$ cat config.mk
export PLATFORM = sky130hd
export DESIGN_NAME = i2s_tx_framer
export DESIGN_NICKNAME = d
export VERILOG_FILES = /design/src/rtl/i2s_tx_framer.sv
export SDC_FILE = /design/constraint.sdc
export NUM_CORES = 1
export LEC_CHECK = 0
export ABC_AREA = 1
export CORE_UTILIZATION = 55
export DETAILED_ROUTE_END_ITERATION = 10
export PLACE_DENSITY = 0.79
export SLEW_MARGIN = 20
export SYNTH_ARGS = -nofsm -noshare
export SYNTH_HDL_FRONTEND = slang
export SYNTH_SLANG_ARGS = --single-unit
$ cat constraint.sdc
create_clock -name i2s_sclk -period 2.59 [get_ports i2s_sclk]
set_clock_uncertainty 0.1 [all_clocks]
set_input_delay 0.518 -clock i2s_sclk [delete_from_list [all_inputs] [get_ports i2s_sclk]]
set_output_delay 0.518 -clock i2s_sclk [all_outputs]
set_load 0.05 [all_outputs]
$ cat src/rtl/i2s_tx_framer.sv
// i2s_tx_framer
//
// Serialises stereo samples into a standard I2S stream (MSB first, one-bit
// delay after each lrck edge). Samples enter through a one-deep holding
// register with a valid/ready handshake; a new pair is pulled from it at
// every frame load.
//
// Handshake: a pair transfers on any cycle where sample_valid && sample_ready.
// sample_ready is high exactly when the holding register is empty and reset
// is low. The producer may change the pair only after it has transferred.
//
// Ports
//   i2s_sclk      in   the only clock
//   reset         in   synchronous, active-high
//   enable        in   frame generation enable (PLL locked)
//   left_in       in   SAMPLE_WIDTH left sample
//   right_in      in   SAMPLE_WIDTH right sample
//   sample_valid  in   left_in/right_in pair is valid
//   sample_ready  out  holding register is empty
//   bck           out  bit clock (registered)
//   lrck          out  word clock, 0 = left, 1 = right (registered)
//   sdata         out  serial data (registered)
//   frame_start   out  one-cycle pulse on every frame load
//   underrun      out  one-cycle pulse when a load finds the holder empty
//
// Build option
//   I2S_TX_UNDERRUN_REPEAT_EN : on underrun, retransmit the previously
//   loaded pair instead of zeros (zeros after reset).

module i2s_tx_framer #(
    parameter int SCLK_PER_BCK = 4,
    parameter int SAMPLE_WIDTH = 24,
    parameter int SLOT_WIDTH   = 32
) (
    input  logic                    i2s_sclk,
    input  logic                    reset,
    input  logic                    enable,
    input  logic [SAMPLE_WIDTH-1:0] left_in,
    input  logic [SAMPLE_WIDTH-1:0] right_in,
    input  logic                    sample_valid,
    output logic                    sample_ready,
    output logic                    bck,
    output logic                    lrck,
    output logic                    sdata,
    output logic                    frame_start,
    output logic                    underrun
);

    localparam int HALF = SCLK_PER_BCK / 2;
    localparam int DW   = (SCLK_PER_BCK > 1) ? $clog2(SCLK_PER_BCK) : 1;
    localparam int BW   = $clog2(2 * SLOT_WIDTH);

    typedef enum logic {IDLE, RUN} state_t;

    state_t                  state_q, state_d;
    logic [DW-1:0]           div_q, div_d;
    logic [BW-1:0]           bit_q, bit_d;
    logic [BW-1:0]           pos_d;
    logic                    load;
    logic                    bck_fall;
    logic                    in_data;
    logic                    accept;

    logic                    hold_full;
    logic [SAMPLE_WIDTH-1:0] hold_left, hold_right;
    logic [SAMPLE_WIDTH-1:0] left_sr, right_sr;
`ifdef I2S_TX_UNDERRUN_REPEAT_EN
    logic [SAMPLE_WIDTH-1:0] prev_left, prev_right;
`endif

    assign sample_ready = !hold_full && !reset;
    assign accept       = sample_valid && sample_ready;

    // The IDLE->RUN load is treated like a bck falling edge at a frame
    // wrap, so every load leaves div_cnt = bit_cnt = 0 and frames are
    // spaced uniformly from the very first one.
    always_comb begin
        state_d  = state_q;
        div_d    = '0;
        bit_d    = '0;
        load     = 1'b0;
        bck_fall = 1'b0;
        case (state_q)
            IDLE: begin
                if (enable) begin
                    state_d  = RUN;
                    load     = 1'b1;
                    bck_fall = 1'b1;
                end
            end
            RUN: begin
                if (!enable) begin
                    state_d = IDLE;
                end else if (div_q == DW'(SCLK_PER_BCK - 1)) begin
                    bck_fall = 1'b1;
                    if (bit_q == BW'(2 * SLOT_WIDTH - 1)) begin
                        load = 1'b1;
                    end else begin
                        bit_d = bit_q + 1'b1;
                    end
                end else begin
                    div_d = div_q + 1'b1;
                    bit_d = bit_q;
                end
            end
            default: state_d = IDLE;
        endcase
    end

    // Slot position of the bit about to be driven; positions 1..SAMPLE_WIDTH
    // carry data, position 0 is the I2S delay bit, the rest is padding.
    always_comb begin
        pos_d   = (bit_d >= BW'(SLOT_WIDTH)) ? bit_d - BW'(SLOT_WIDTH) : bit_d;
        in_data = (pos_d != '0) && (pos_d <= BW'(SAMPLE_WIDTH));
    end

    always_ff @(posedge i2s_sclk) begin
        if (reset) begin
            state_q     <= IDLE;
            div_q       <= '0;
            bit_q       <= '0;
            hold_full   <= 1'b0;
            hold_left   <= '0;
            hold_right  <= '0;
            left_sr     <= '0;
            right_sr    <= '0;
            bck         <= 1'b0;
            lrck        <= 1'b0;
            sdata       <= 1'b0;
            frame_start <= 1'b0;
            underrun    <= 1'b0;
`ifdef I2S_TX_UNDERRUN_REPEAT_EN
            prev_left   <= '0;
            prev_right  <= '0;
`endif
        end else begin
            state_q     <= state_d;
            div_q       <= div_d;
            bit_q       <= bit_d;
            frame_start <= load;
            underrun    <= load && !hold_full;

            if (load) begin
                if (hold_full) begin
                    left_sr   <= hold_left;
                    right_sr  <= hold_right;
                    hold_full <= 1'b0;
`ifdef I2S_TX_UNDERRUN_REPEAT_EN
                    prev_left  <= hold_left;
                    prev_right <= hold_right;
`endif
                end else begin
`ifdef I2S_TX_UNDERRUN_REPEAT_EN
                    left_sr  <= prev_left;
                    right_sr <= prev_right;
`else
                    left_sr  <= '0;
                    right_sr <= '0;
`endif
                end
            end else if (bck_fall && in_data) begin
                if (bit_d < BW'(SLOT_WIDTH)) begin
                    left_sr <= left_sr << 1;
                end else begin
                    right_sr <= right_sr << 1;
                end
            end

            // An accept can only coincide with a load when the holder was
            // empty, so setting hold_full here correctly overrides nothing.
            if (accept) begin
                hold_left  <= left_in;
                hold_right <= right_in;
                hold_full  <= 1'b1;
            end

            if (state_d == RUN) begin
                bck <= (div_d >= DW'(HALF));
                if (bck_fall) begin
                    lrck <= (bit_d >= BW'(SLOT_WIDTH));
                    if (load || !in_data) begin
                        sdata <= 1'b0;
                    end else if (bit_d < BW'(SLOT_WIDTH)) begin
                        sdata <= left_sr[SAMPLE_WIDTH-1];
                    end else begin
                        sdata <= right_sr[SAMPLE_WIDTH-1];
                    end
                end
            end else begin
                bck   <= 1'b0;
                lrck  <= 1'b0;
                sdata <= 1'b0;
            end
        end
    end

endmodule
==> results of run 1 <==
per-layer routing:
layer,global-route usage (%),wire [um]
met5,0,0
met4,6.59,104
met3,5.90,395
met2,44.1,5180
met1,27.2,4420
layout make-up:
cell class	count	area (sq um)	share of cell area (%)
Clock buffer	10	138	2.44
Tap cell	105	131	2.33
Clock inverter	5	57.6	1.02
Timing Repair Buffer	69	708	12.6
Multi-Input combinational cell	508	2300	40.8
Sequential cell	111	2220	39.4
Inverter	21	78.8	1.40
cell families (layout without fill, tap and decap cells):
family                     count (synthesis)  count (layout)  synth area share, %
adders and majority gates                  2               2                0.519
and+or+nand+nor                          426             426                 37.7
buffers and inverters                     66             105                 6.30
DFF                                      111             111                 46.1
AOI/OAI and AO/OA                         80              80                 9.41
worst paths after layout:
check | start | endpoint | slack [ns] | depth (start not counted)
max | div_q[0] | right_sr[21] | 0.26 | 13
min | div_q[0] | div_q[0] | 0.33 | 1
max reg2reg | div_q[0] | right_sr[21] | 0.26 | 13
min reg2reg | div_q[0] | div_q[0] | 0.33 | 1
registers in the layout, summed over array words and instances (netlist names):
signal       flops
bck              1
bit_q            6
div_q            2
frame_start      1
hold_full        1
hold_left       24
hold_right      24
left_sr         24
lrck             1
right_sr        24
sdata            1
state_q          1
underrun         1
metrics by stage:
stage	power (mW)	setup slack [ns]	utilization (%)	hold WS [ns]
3_3_place_gp	2.36	0.125	65.2	0.318
4_1_cts	3.40	0.231	67.6	0.340
5_1_grt	3.55	0.0632	67.6	0.366
2_1_floorplan	2.21	0.287	-	0.305
6_report	3.38	0.263	67.6	0.333
3_5_place_dp	2.38	0.0406	65.2	0.325
critical path: stages (launching register included):
cell and delay, ns:
dfxtp_1 0.35, ha_1 0.32, inv_2 0.09, nor2_4 0.12, nand2_2 0.09, nand2_1 0.12
inv_2 0.06, nand2_1 0.09, nor2_2 0.05, nand2_2 0.14, nand4_4 0.34, nand2_1 0.20
nand2_1 0.08, nor2_1 0.10
synth_stat cells (all sizes together):
| cell type | instances | share of area, % |
|---|---|---|
| nand2 | 222 | 18 |
| nor2 | 116 | 9.9 |
| dfxtp | 111 | 46 |
| nand3 | 63 | 7.0 |
| a21oi | 46 | 5.0 |
| o21ai | 31 | 3.9 |
| clkbuf | 28 | 2.2 |
| nor3 | 23 | 2.4 |
| inv | 20 | 1.6 |
| buf | 17 | 2.5 |
| ha | 2 | 0.52 |
| nand4 | 2 | 0.57 |
| a21o | 1 | 0.16 |
| clkinv | 1 | 0.078 |
| o21bai | 1 | 0.16 |
| o32ai | 1 | 0.18 |
power breakdown:
part           internal (mW)  leakage, nW  switching, mW
logic                  0.199         1.52          0.268
clock network          0.471        0.103          0.560
registers               1.82        0.915         0.0549
total                   2.49         2.54          0.883
==> results.md, run 1 <==
- Outcome: finished clean
- Final setup fails: 0
- Placeable Area: 8340 sq um
- Post-Route Setup TNS: 0 ns
- Max Slew Vio Count: 0
- DP HPWL: 6.62 mm
- VDD IR max: 0.000313 V
- First-pass GRT wire length: 17.3 mm
- Final Cycle Share: 89.8%
- Post-Syn Nets: 739
- 1st-iter DRT viols: 166
- Worst min path class: reg2reg
- Cell Area, Placed: 5440 sq um
- CTS buffer count: 9
- Vias in the first global route: 4,028
- Setup CP Type: reg2reg
- Die width: 95.7 um
- Critical Path RT: 2.80 ns
- Syn. warnings: 0
- Crit path max fanout: 23
- Antenna-violating nets left: 0
- Layout cell share with drive strength beyond 1: 9.39%
- Drt wl/cell: 12.2 um
- Vias post-DR: 4,333
- Non-Filler Instances: 829
- Final WL: 10.1 mm
- Achievable clock frequency: 430 MHz
- Starting density of the core: 57.8%
- Max Root-Sink Buffers: 2
- Area Growth Syn to Fin: 16.8%
- Min Tclk post-route: 2.33 ns
- Most frequent cells in the layout: nand2_1, dfxtp_1, nor2_1
- Post-CTS Repair Setup Buffers: 0
- TritonCTS clock tree: built
- Die Ht: 95.7 um
- Cells after Synth: 685
- Post-CTS Resized: 0
- H-Tree Depth: 3
- Drt pass-1 iters: 4
- Seq cells post-synth: 111
- # DRC: 0
- N_diodes: 0
- Leading cell type in the layout, fill and taps excluded: nand2_1
- Fillers: 744
- # rows: 33
- PortBufs: 57
- Largest net degree at the start of global routing: 62
- Fin. Hold Viols: 0
- Design area: 5630 sq um
- Syn avg cell area: 7.04 sq um
- Worst-path clk slew: 0.10 ns
- Number of clock sinks seen by CTS: 111
- Worst Setup Start Kind: flop
- Drt via density: 5.23
- RePlAce Congestion: 0.847
- Hold buffer count at cts: 0
- Sequential share of the synthesized area: 46.1%
- I/O pin cnt: 58
- Tot GR Track Use: 23.9%
- CTS Root Cell: clkbuf_8
- Die area: 9150 sq um
- Power Dens Cells: 599 nW/um^2
- Slew @ Worst Pin: 0.501 ns
- Cell variety after synth: 30
- CP Data Arrival Time: 2.53 ns
- Placed Cells: 814
- Crit. End Element: flop
- RSZ-0062 raised after global routing: false
- Fin nets: 774
- Max transition margin: 66.5%
- Grt ovf: 0
- Max Cap Viol: 0
- Clk_lat worst skew: 0.37 ns
- Initial antenna violation count: 0
- Synth Cell Area: 4820 sq um
- Leak: 2.54 nW
No activity file was read; power rests on OpenSTA's default activity.
==> run 2: changes to the inputs <==
- SKIP_CTS_REPAIR_TIMING: default -> 1
- SLEW_MARGIN: 20 -> default
==> results of run 2 <==
The final DEF is identical to that of run 1; final timing and power are the same.
